[config.mk]
export PLATFORM = sky130hd
export DESIGN_NAME = spi_slave_bmm150_emu_flat
export DESIGN_NICKNAME = d
export VERILOG_FILES = /design/src/rtl/spi_slave_bmm150_emu_pkg.sv /design/src/rtl/spi_slave_bmm150_emu_if.sv /design/src/rtl/spi_slave_bmm150_emu_in_sync.sv /design/src/rtl/spi_slave_bmm150_emu.sv /design/src/flat_wrapper.sv
export SDC_FILE = /design/constraint.sdc
export NUM_CORES = 1
export LEC_CHECK = 0
export BUFFER_PORTS_ARGS = -buffer_cell sky130_fd_sc_hd__buf_2
export CORE_UTILIZATION = 45
export DETAILED_ROUTE_END_ITERATION = 12
export PLACE_DENSITY = 0.69
export SLEW_MARGIN = 25
export SYNTH_ARGS = -nofsm -noshare
export SYNTH_HDL_FRONTEND = slang
export SYNTH_SLANG_ARGS = --single-unit
[constraint.sdc]
create_clock -name clk -period 3.5 [get_ports clk]
set_input_delay 0.175 -clock clk [delete_from_list [all_inputs] [get_ports clk]]
set_output_delay 0.175 -clock clk [all_outputs]
set_load 0.05 [all_outputs]
[src/rtl/spi_slave_bmm150_emu_pkg.sv]
// Shared types, register map constants and helpers for the BMM150 SPI register emulator.
package spi_slave_bmm150_emu_pkg;

  typedef enum logic [1:0] {IDLE, CMD, DATA_RD, DATA_WR} state_t;

  localparam logic [6:0] REG_CHIP_ID   = 7'h40;
  localparam logic [6:0] REG_DATA_BASE = 7'h42;
  localparam logic [6:0] REG_PWR_CTRL  = 7'h4B;
  localparam logic [6:0] REG_WIN_BASE  = 7'h40;
  localparam logic [6:0] REG_WIN_TOP   = 7'h7F;
  localparam logic [6:0] RO_TOP        = 7'h4A;

  function automatic logic [7:0] reg_reset_val(input logic [6:0] addr, input logic [7:0] chip_id);
    if (addr == REG_CHIP_ID) return chip_id;
    if (addr == REG_PWR_CTRL) return 8'h01;
    return 8'h00;
  endfunction

  // Burst addressing stays inside the register window by wrapping the top back to the base.
  function automatic logic [6:0] next_addr(input logic [6:0] addr);
    return (addr == REG_WIN_TOP) ? REG_WIN_BASE : addr + 7'd1;
  endfunction

endpackage

[src/rtl/spi_slave_bmm150_emu_if.sv]
// SPI pad-side signals of the BMM150 emulator, with master and slave views.
interface spi_slave_bmm150_emu_if;
  logic sclk;
  logic cs_n;
  logic mosi;
  logic miso;
  logic miso_oe;

  modport master (output sclk, output cs_n, output mosi, input miso, input miso_oe);
  modport slave  (input sclk, input cs_n, input mosi, output miso, output miso_oe);
endinterface

[src/rtl/spi_slave_bmm150_emu_in_sync.sv]
// Multi-flop synchronizer for an asynchronous SPI input, with registered level and edge pulses.
module spi_in_sync #(
  parameter int   STAGES    = 2,
  parameter logic RESET_VAL = 1'b1
) (
  input  logic clk,
  input  logic rst,
  input  logic din,
  output logic level,
  output logic rise,
  output logic fall
);

  logic [STAGES-1:0] chain;

  // level, rise and fall update on the same edge so consumers see them aligned.
  always_ff @(posedge clk) begin
    if (rst) begin
      chain <= {STAGES{RESET_VAL}};
      level <= RESET_VAL;
      rise  <= 1'b0;
      fall  <= 1'b0;
    end else begin
      chain <= {chain[STAGES-2:0], din};
      level <= chain[STAGES-1];
      rise  <= chain[STAGES-1] & ~level;
      fall  <= ~chain[STAGES-1] & level;
    end
  end

endmodule

[src/rtl/spi_slave_bmm150_emu.sv]
// SPI mode-3 responder emulating the BMM150 register window 0x40-0x7F.
// Optional build macro SPI_SLAVE_RO_PROTECT_EN makes 0x40-0x4A read-only over SPI.
module spi_slave_bmm150_emu
  import spi_slave_bmm150_emu_pkg::*;
#(
  parameter int         SYNC_STAGES = 2,
  parameter logic [7:0] CHIP_ID     = 8'h32
) (
  input  logic                        clk,
  input  logic                        rst,
  spi_slave_bmm150_emu_if.slave       spi,
  input  logic [63:0]                 sample_data,
  input  logic                        sample_load,
  output logic                        reg_wr_valid,
  output logic [6:0]                  reg_wr_addr,
  output logic [7:0]                  reg_wr_data,
  output logic                        busy,
  output logic                        txn_done
);

  localparam int DATA_IDX = int'(REG_DATA_BASE) - int'(REG_WIN_BASE);

  state_t state_q, state_d;
  logic sclk_lvl, sclk_rise, sclk_fall;
  logic cs_lvl, cs_rise, cs_fall;
  logic [SYNC_STAGES-1:0] mosi_ff;
  logic mosi_s, rise_v, fall_v, wr_ok, load_apply;
  logic [2:0] bit_cnt;
  logic [6:0] rx_shift, addr, cmd_addr, nxt;
  logic [7:0] rx_byte, tx_shift, rd_cmd, rd_next;
  logic miso_q, got_rise, load_pending;
  logic [63:0] shadow, load_src;
  logic [7:0] regs [64];

  spi_in_sync #(.STAGES(SYNC_STAGES), .RESET_VAL(1'b1)) u_sclk_sync (
    .clk(clk), .rst(rst), .din(spi.sclk), .level(sclk_lvl), .rise(sclk_rise), .fall(sclk_fall)
  );

  spi_in_sync #(.STAGES(SYNC_STAGES), .RESET_VAL(1'b1)) u_cs_sync (
    .clk(clk), .rst(rst), .din(spi.cs_n), .level(cs_lvl), .rise(cs_rise), .fall(cs_fall)
  );

  always_ff @(posedge clk) begin
    if (rst) mosi_ff <= '0;
    else     mosi_ff <= {mosi_ff[SYNC_STAGES-2:0], spi.mosi};
  end

  always_ff @(posedge clk) begin
    if (rst) state_q <= IDLE;
    else     state_q <= state_d;
  end

  always_comb begin
    mosi_s     = mosi_ff[SYNC_STAGES-1];
    rise_v     = sclk_rise & ~cs_lvl;
    fall_v     = sclk_fall & ~cs_lvl;
    rx_byte    = {rx_shift, mosi_s};
    cmd_addr   = rx_byte[6:0];
    nxt        = next_addr(addr);
    rd_cmd     = cmd_addr[6] ? regs[cmd_addr[5:0]] : 8'h00;
    rd_next    = nxt[6] ? regs[nxt[5:0]] : 8'h00;
`ifdef SPI_SLAVE_RO_PROTECT_EN
    wr_ok      = addr[6] && (addr > RO_TOP);
`else
    wr_ok      = addr[6];
`endif
    load_apply = (state_q == IDLE) && (sample_load || load_pending);
    load_src   = sample_load ? sample_data : shadow;
    busy        = (state_q != IDLE);
    spi.miso_oe = (state_q == DATA_RD);
    spi.miso    = (state_q == DATA_RD) ? miso_q : 1'b1;
    state_d     = state_q;
    unique case (state_q)
      IDLE:    if (!cs_lvl) state_d = CMD;
      CMD: begin
        if (cs_lvl) state_d = IDLE;
        else if (rise_v && bit_cnt == 3'd7) state_d = rx_byte[7] ? DATA_RD : DATA_WR;
      end
      DATA_RD, DATA_WR: if (cs_lvl) state_d = IDLE;
      default: state_d = IDLE;
    endcase
  end

  // Sample loads are deferred to IDLE so a burst read never mixes old and new bytes.
  always_ff @(posedge clk) begin
    if (rst) begin
      bit_cnt      <= '0;
      rx_shift     <= '0;
      addr         <= '0;
      tx_shift     <= '0;
      miso_q       <= 1'b1;
      got_rise     <= 1'b0;
      reg_wr_valid <= 1'b0;
      reg_wr_addr  <= '0;
      reg_wr_data  <= '0;
      txn_done     <= 1'b0;
      shadow       <= '0;
      load_pending <= 1'b0;
      for (int i = 0; i < 64; i++) regs[i] <= reg_reset_val(REG_WIN_BASE | 7'(i), CHIP_ID);
    end else begin
      reg_wr_valid <= 1'b0;
      txn_done     <= (state_q != IDLE) && cs_lvl && got_rise;
      if (load_apply) begin
        for (int i = 0; i < 8; i++) regs[6'(DATA_IDX + i)] <= load_src[8*i +: 8];
        load_pending <= 1'b0;
      end else if (sample_load) begin
        shadow       <= sample_data;
        load_pending <= 1'b1;
      end
      unique case (state_q)
        IDLE: begin
          bit_cnt  <= '0;
          got_rise <= 1'b0;
          miso_q   <= 1'b1;
        end
        CMD: if (rise_v) begin
          got_rise <= 1'b1;
          bit_cnt  <= bit_cnt + 3'd1;
          rx_shift <= rx_byte[6:0];
          if (bit_cnt == 3'd7) begin
            addr     <= cmd_addr;
            tx_shift <= rd_cmd;
          end
        end
        DATA_RD: begin
          if (fall_v) begin
            miso_q   <= tx_shift[7];
            tx_shift <= {tx_shift[6:0], 1'b0};
          end
          if (rise_v) begin
            got_rise <= 1'b1;
            bit_cnt  <= bit_cnt + 3'd1;
            if (bit_cnt == 3'd7) begin
              addr     <= nxt;
              tx_shift <= rd_next;
            end
          end
        end
        DATA_WR: if (rise_v) begin
          got_rise <= 1'b1;
          bit_cnt  <= bit_cnt + 3'd1;
          rx_shift <= rx_byte[6:0];
          if (bit_cnt == 3'd7) begin
            if (wr_ok) begin
              regs[addr[5:0]] <= rx_byte;
              reg_wr_valid    <= 1'b1;
              reg_wr_addr     <= addr;
              reg_wr_data     <= rx_byte;
            end
            addr <= nxt;
          end
        end
        default: bit_cnt <= '0;
      endcase
    end
  end

endmodule

[src/flat_wrapper.sv]
// flat-port wrapper written by rule: the top's interface ports become plain ports
module spi_slave_bmm150_emu_flat import spi_slave_bmm150_emu_pkg::*;
#(
  parameter int         SYNC_STAGES = 2,
  parameter logic [7:0] CHIP_ID     = 8'h32
)
  (clk, rst, sample_data, sample_load, reg_wr_valid, reg_wr_addr, reg_wr_data, busy, txn_done, spi_sclk, spi_cs_n, spi_mosi, spi_miso, spi_miso_oe);
  spi_slave_bmm150_emu_if spi_i ();
  input  logic clk;
  input  logic rst;
  input  logic [63:0] sample_data;
  input  logic sample_load;
  output logic reg_wr_valid;
  output logic [6:0] reg_wr_addr;
  output logic [7:0] reg_wr_data;
  output logic busy;
  output logic txn_done;
  input wire logic [$bits(spi_i.sclk)-1:0] spi_sclk;
  input wire logic [$bits(spi_i.cs_n)-1:0] spi_cs_n;
  input wire logic [$bits(spi_i.mosi)-1:0] spi_mosi;
  output wire logic [$bits(spi_i.miso)-1:0] spi_miso;
  output wire logic [$bits(spi_i.miso_oe)-1:0] spi_miso_oe;
  assign spi_i.sclk = spi_sclk;
  assign spi_i.cs_n = spi_cs_n;
  assign spi_i.mosi = spi_mosi;
  assign spi_miso = spi_i.miso;
  assign spi_miso_oe = spi_i.miso_oe;
  spi_slave_bmm150_emu #(.SYNC_STAGES(SYNC_STAGES), .CHIP_ID(CHIP_ID)) u_core (.clk(clk), .rst(rst), .spi(spi_i), .sample_data(sample_data), .sample_load(sample_load), .reg_wr_valid(reg_wr_valid), .reg_wr_addr(reg_wr_addr), .reg_wr_data(reg_wr_data), .busy(busy), .txn_done(txn_done));
endmodule
* Yosys cells after proc, flatten, opt, wreduce, memory -nomap -nowiden *
Memories as Yosys holds them, arrays and structs flattened.
Cells that the tools add are included.

storage, ports and cells
  flip-flop bits (word level) = 121
  bits in latches = 0
  bits in writable memories = 512
  memory bits (read-only) = 0
  input port bits = 70
  memories kept = 1
  output and inout bits = 20

memory list
  memory       depth  width  rd ports  clocked after memory_dff  write ports  line                        source
  u_core.regs  64     8      2         0                         64           spi_slave_bmm150_emu.sv:33  logic [7:0] regs [64];

operators by class
  reductions and logical operators = 21
  $mul = 0
  $add $sub $neg = 2
  divide/modulo/power cells = 0
  equal/unequal tests = 14
  $lt $le $gt $ge = 0
  muxes and demuxes = 55
  shift operators = 0
  bitwise logic cells = 15

operator list
  operator                                                number
  two-way mux 8 bit                                       18
  two-way mux 64 bit                                      1
  two-way mux 7 bit                                       5
  two-way mux 1 bit                                       18
  one-hot mux 8 bit (2 select lines)                      1
  inequality test 2 x 1 -> 1 bit (second input constant)  7
  one-hot mux 7 bit (2 select lines)                      1
  two-way mux 6 bit                                       2
  two-way mux 2 bit                                       4
  OR 1 bit                                                8
  nonzero test 2 bit                                      4
  OR reduction 8 bit                                      1
  adder 7 x 1 -> 7 bit (second input constant)            1
  == test 7 bit (second input constant)                   1
  one-hot mux 2 bit (3 select lines)                      1
  one-hot mux 3 bit (2 select lines)                      1
  AND reduction 3 bit                                     2
  OR reduction 2 bit                                      3
  AND reduction 5 bit                                     1
  AND 1 bit                                               4
  == test 2 bit (second input constant)                   2
  logical AND 1 bit                                       4
  one-hot mux 1 bit (2 select lines)                      2
  AND reduction 2 bit                                     2
  other kinds (11)                                        13

* Longest topological paths before layout *
  word-level depth = 8
  mapped depth = 14
  mapped depth without buffers = 10

* By module *
From an unflattened synthesis, not the netlist that was laid out.

second synthesis, totals
  cells, all modules = 2477
  area total of the unflattened synthesis = 33494.6 sq um

by module, submodules not included
  module                cells an instance  seq. area each (sq um)  area each (sq um)  instances
  spi_slave_bmm150_emu  2457               17636.9                 33226.9            1
  spi_in_sync           10                 100.1                   133.9              2

* Worst setup path after synthesis *
Ideal clock, no wire load.

  kind = register to register
  start = reg u_core.bit_cnt[0]
  end = mem u_core.regs[3][0] (enable)
  setup time = 0.384 ns
  arrival time = 2.344 ns
  stages on the path, launching flop included = 9
  path slack = 0.772 ns
  period minus slack after synthesis = 2.728 ns
  cells stage by stage = dfxtp_1 -> ha_1 -> ha_1 -> and3b_1 -> nand3_1 -> nor3_1 -> nand2_1 -> clkbuf_1 -> o21ai_0

RTL lines
  element                 line                         source
  start, declared         spi_slave_bmm150_emu.sv:28   logic [2:0] bit_cnt;
  start signal, assigned  spi_slave_bmm150_emu.sv:118  bit_cnt <= bit_cnt + 3'd1;
  start signal, assigned  spi_slave_bmm150_emu.sv:132  bit_cnt <= bit_cnt + 3'd1;
  start signal, assigned  spi_slave_bmm150_emu.sv:141  bit_cnt <= bit_cnt + 3'd1;
  end, declared           spi_slave_bmm150_emu.sv:33

* Worst setup path in the final report *
  start = reg u_core.addr[3]
  end = reg u_core.tx_shift[0]

between the ends
  longest elaborated chain between the ends = 7
  elaborated cells between the ends (all ways) = 8
  those cells by class = 1 x add/sub; 1 x eq/ne; 5 x mux; 1 x memory

RTL lines
  element                                                       line                            source
  start, declared                                               spi_slave_bmm150_emu.sv:29      logic [6:0] rx_shift, addr, cmd_addr, nxt;
  start signal, assigned                                        spi_slave_bmm150_emu.sv:121     addr <= cmd_addr;
  start signal, assigned                                        spi_slave_bmm150_emu.sv:134     addr <= nxt;
  start signal, assigned                                        spi_slave_bmm150_emu.sv:150     addr <= nxt;
  adder 7 x 1 -> 7 bit / == test 7 bit (equally long branches)  spi_slave_bmm150_emu_pkg.sv:21  return (addr == REG_WIN_TOP) ? REG_WIN_BASE : addr + 7'd1;
  two-way mux 7 bit (*)                                         spi_slave_bmm150_emu_pkg.sv:21
  memory (64 x 8 bit)                                           --
  two-way mux 8 bit (*)                                         spi_slave_bmm150_emu.sv:61      rd_next = nxt[6] ? regs[nxt[5:0]] : 8'h00;
  two-way mux 8 bit (*)                                         spi_slave_bmm150_emu.sv:133     if (bit_cnt == 3'd7) begin
  two-way mux 8 bit (*)                                         spi_slave_bmm150_emu.sv:130     if (rise_v) begin
  one-hot mux 8 bit (2 select lines) (*)                        spi_slave_bmm150_emu.sv:110     unique case (state_q)
  end signal, assigned                                          spi_slave_bmm150_emu.sv:122     tx_shift <= rd_cmd;
  end signal, assigned                                          spi_slave_bmm150_emu.sv:128     tx_shift <= {tx_shift[6:0], 1'b0};
  end signal, assigned                                          spi_slave_bmm150_emu.sv:135     tx_shift <= rd_next;
  end, declared                                                 spi_slave_bmm150_emu.sv:30      logic [7:0] rx_byte, tx_shift, rd_cmd, rd_next;

Every way passes the cells marked *; elsewhere a longest branch is shown, timed or not.
A chain may end at the register's enable or synchronous reset.

==> flow_summary.toml <==
[status]
status = "finished, final reports clean"

[synthesis]
yosysTopAreaCellShare_pct = 45.67
synth-seq-area-share_pct = 52.86
avgSynthCellArea_um2 = 13.05
ys.flop_type = "edfxtp_1"
yosysMostFrequentCell = "edfxtp_1"
ys_top_cells_by_count = "edfxtp_1, and2_1, mux4_2, nand2_1, clkbuf_1"
yosysWarnings = 0
async_flop_share_pct = 0
netlist_area_um2 = 33670
synth_edf_count = 512
ys_ff_latch = 633
ys_types = 71
synth_area_leader_cell = "edfxtp_1"
syn_nets = 2657
yosys-top-cells-area = "edfxtp_1, mux4_2, and2_1, dfxtp_1, mux2i_1"
synthCells = 2580

[clocking]
insertion_delay_ps = 650
clockRootBuffer = "clkbuf_16"
cts.sinks = 633
cts_tree = "yes"
clk_pin_slew_worst_paths_ps = 70
htree_num_levels = 3
max-clock-path-buffers = 3
cts_buffers = 70

[critical_path]
rr_startpoint = "u_core.addr[3]"
critPathRequiredTime_ps = 4010
r2r_slack_ps = 110
start_kind = "flop"
critPathKind = "reg2reg"
worstPathMaxFanout = 29
worstPathArrival_ps = 3910
timing.rr.end = "u_core.tx_shift[0]"
endpoint_kind = "flop"
rr_worst_depth = 9

[drt]
drc = 0
firstDrtPassIters = 5
vias = 23900
wl_per_cell_um = 28.22
drtAntennaViolNets = 0
avgViaCountPerCell = 6.347
drt_wl_total_mm = 106.3
initialDrtViolationCount = 3086

[run]
maxCapViolations = 0

[cells_and_area]
layout.nets = 2825
drive_above_1_share_pct = 25.45
fillers = 5992
final_area_um2 = 38990
syn2layout_area_growth_pct = 15.81
final_core_util_pct = 53.08

[placed_design]
dpl_cell_area_um2 = 35740
port_buffers = 89
dp_hpwl_mm = 74.29
gp_congestion = 1.003

[power_and_ir_drop]
power.total_mw = 17.96
power-per-cell-area_nw_per_um2 = 460.7
p_leak_nw = 14.02
vdd_ir_drop_max_mv = 0.3231

[global_route]
antenna_found_initial = 1
grt_max_degree = 68
gr-total-overflow = 0
grt_usage_pct = 28.22
grt_pass1_vias = 23140
grt_pass1_wl_mm = 155.9

[sta]
whs_ps = 111.4
fmax_mhz = 294.6
finalSetupViolCount = 0
slew_headroom_pct = 33.67
finalCritPeriodShare_pct = 96.97
rsz0062_at_grt = "no"
worst_pin_slew_ps = 994.9
finalSetupTns_ps = 0
drv_slew = 0
finalHoldViolations = 0
finalCriticalPeriod_ps = 3394
fin_skew_ps = 31.25

[floorplan]
initial_core_util_pct = 45.83
ios = 90
die_h_um = 275.5
chipWidth_um = 275.5
die_area_um2 = 75910
coreArea_um2 = 73450
rows = 99

[hold_path]
hold_depth = 2
hold_path_class = "in2reg"
hold_start = "rst"
min_to = "u_core.addr[3]"
-- where the power goes --
part | switching, mW | leakage [nW] | total [mW] | internal (mW)
logic | 0.613 | 6.48 | 1.16 | 0.543
clock network | 3.27 | 1.23 | 8.09 | 4.81
registers | 0.250 | 6.31 | 8.72 | 8.47
-- placed cells by master (no fill, tap or decap), types with 6 or more instances in the layout --
cell	instances
mux2i_1	118
buf_4	150
o211ai_1	9
a2111oi_0	7
buf_2	87
o2111ai_1	12
or2_2	63
nand4_1	12
o31ai_1	64
nand3_1	47
a211oi_1	15
mux4_2	247
ha_1	6
nor2b_1	13
nor2_1	120
dfxtp_4	6
a22o_1	65
a22oi_1	18
clkbuf_1	8
edfxtp_1	512
inv_1	10
o21ai_0	27
a32oi_1	11
a21oi_1	51
clkinv_1	9
clkinv_2	9
o221ai_1	6
nand2_1	217
nor3_1	34
buf_12	18
dfxtp_1	113
dlygate4sd3_1	67
a31oi_1	11
clkbuf_16	72
or3_1	7
bufinv_16	12
o22ai_1	8
and2_1	446
-- flip-flops by register name, summed over array words and instances, names as in the netlist --
register,cells
u_core.tx_shift,8
u_core.addr,7
u_core.reg_wr_addr,7
u_core.regs,512
u_core.state_q,2
u_core.u_sclk_sync.fall,1
u_core.u_cs_sync.chain,2
u_core.shadow,64
u_core.u_cs_sync.level,1
u_core.bit_cnt,3
u_core.u_sclk_sync.rise,1
u_core.rx_shift,7
u_core.u_sclk_sync.level,1
u_core.reg_wr_valid,1
u_core.mosi_ff,2
u_core.miso_q,1
u_core.u_sclk_sync.chain,2
u_core.load_pending,1
u_core.reg_wr_data,8
u_core.got_rise,1
u_core.txn_done,1
-- worst max path at each step --
stage               cells past startpoint              start  slack, ps            endpoint
CTS                                     9     u_core.addr[3]        160  u_core.tx_shift[0]
global placement                        8  u_core.bit_cnt[0]        120  u_core.regs[24][0]
detailed placement                      8  u_core.bit_cnt[0]        -40  u_core.regs[26][2]
finish                                  9     u_core.addr[3]        110  u_core.tx_shift[0]
floorplan                               8  u_core.bit_cnt[0]        770   u_core.regs[3][0]
global route                           10     u_core.addr[3]         20  u_core.tx_shift[2]
-- critical path, stage by stage (launching register included) --
cell	delay [ps]
dfxtp_1	490
and3_1	310
a21oi_4	410
buf_12	300
buf_12	230
mux4_2	580
a32oi_1	460
nand4_1	140
mux2i_1	180
o32ai_1	90
-- kinds of logic after synthesis --
| logic type | Yosys count | share of synthesized area (%) |
|---|---|---|
| flip-flops | 633 | 52.86 |
| buffers and inverters | 238 | 3.386 |
| adder cells (fa/ha/maj) | 7 | 0.2601 |
| XOR/XNOR | 8 | 0.2527 |
| multiplexers | 371 | 20.28 |
| AND/OR/NAND/NOR | 987 | 15.63 |
| AO/OA/AOI/OAI | 336 | 7.336 |
-- per-layer routing --
| metal | share of wire, % | global-route usage (%) | vias up |
|---|---|---|---|
| met4 | 4.4 | 11.85 | 2 |
| li1 | - | - | 10130 |
| met5 | 0.016 | 0 | - |
| met3 | 11 | 6.055 | 239 |
| met2 | 45 | 43.26 | 1473 |
| met1 | 39 | 38.98 | 12060 |
-- final cells by class --
class	instances	area, µm²	area share, %
Sequential cell	633	17820	45.71
Multi-Input combinational cell	1709	14780	37.90
Timing Repair Buffer	322	2592	6.649
Clock buffer	84	1887	4.839
Tap cell	959	1200	3.078
Clock inverter	46	661.9	1.698
Inverter	12	45.04	0.1155
Antenna cell	1	2.502	0.006418
-- stage by stage --
stage / setup slack, ps / std cells
2_1_floorplan: 771.8 / 2580
3_3_place_gp: 118.4 / 3566
3_5_place_dp: -41.76 / 3566
4_1_cts: 163.7 / 3763
5_1_grt: 24.60 / 3765
6_report: 106.1 / 3766
-- repair_timing --
item	CTS	global route
endpoints found under the setup margin	42	2
endpoints found under the hold margin	95	0
pin swaps	0	1
buffers inserted	0	2
hold buffers	67	0
resized for setup	1	0
(Power assumes the default switching activity.)
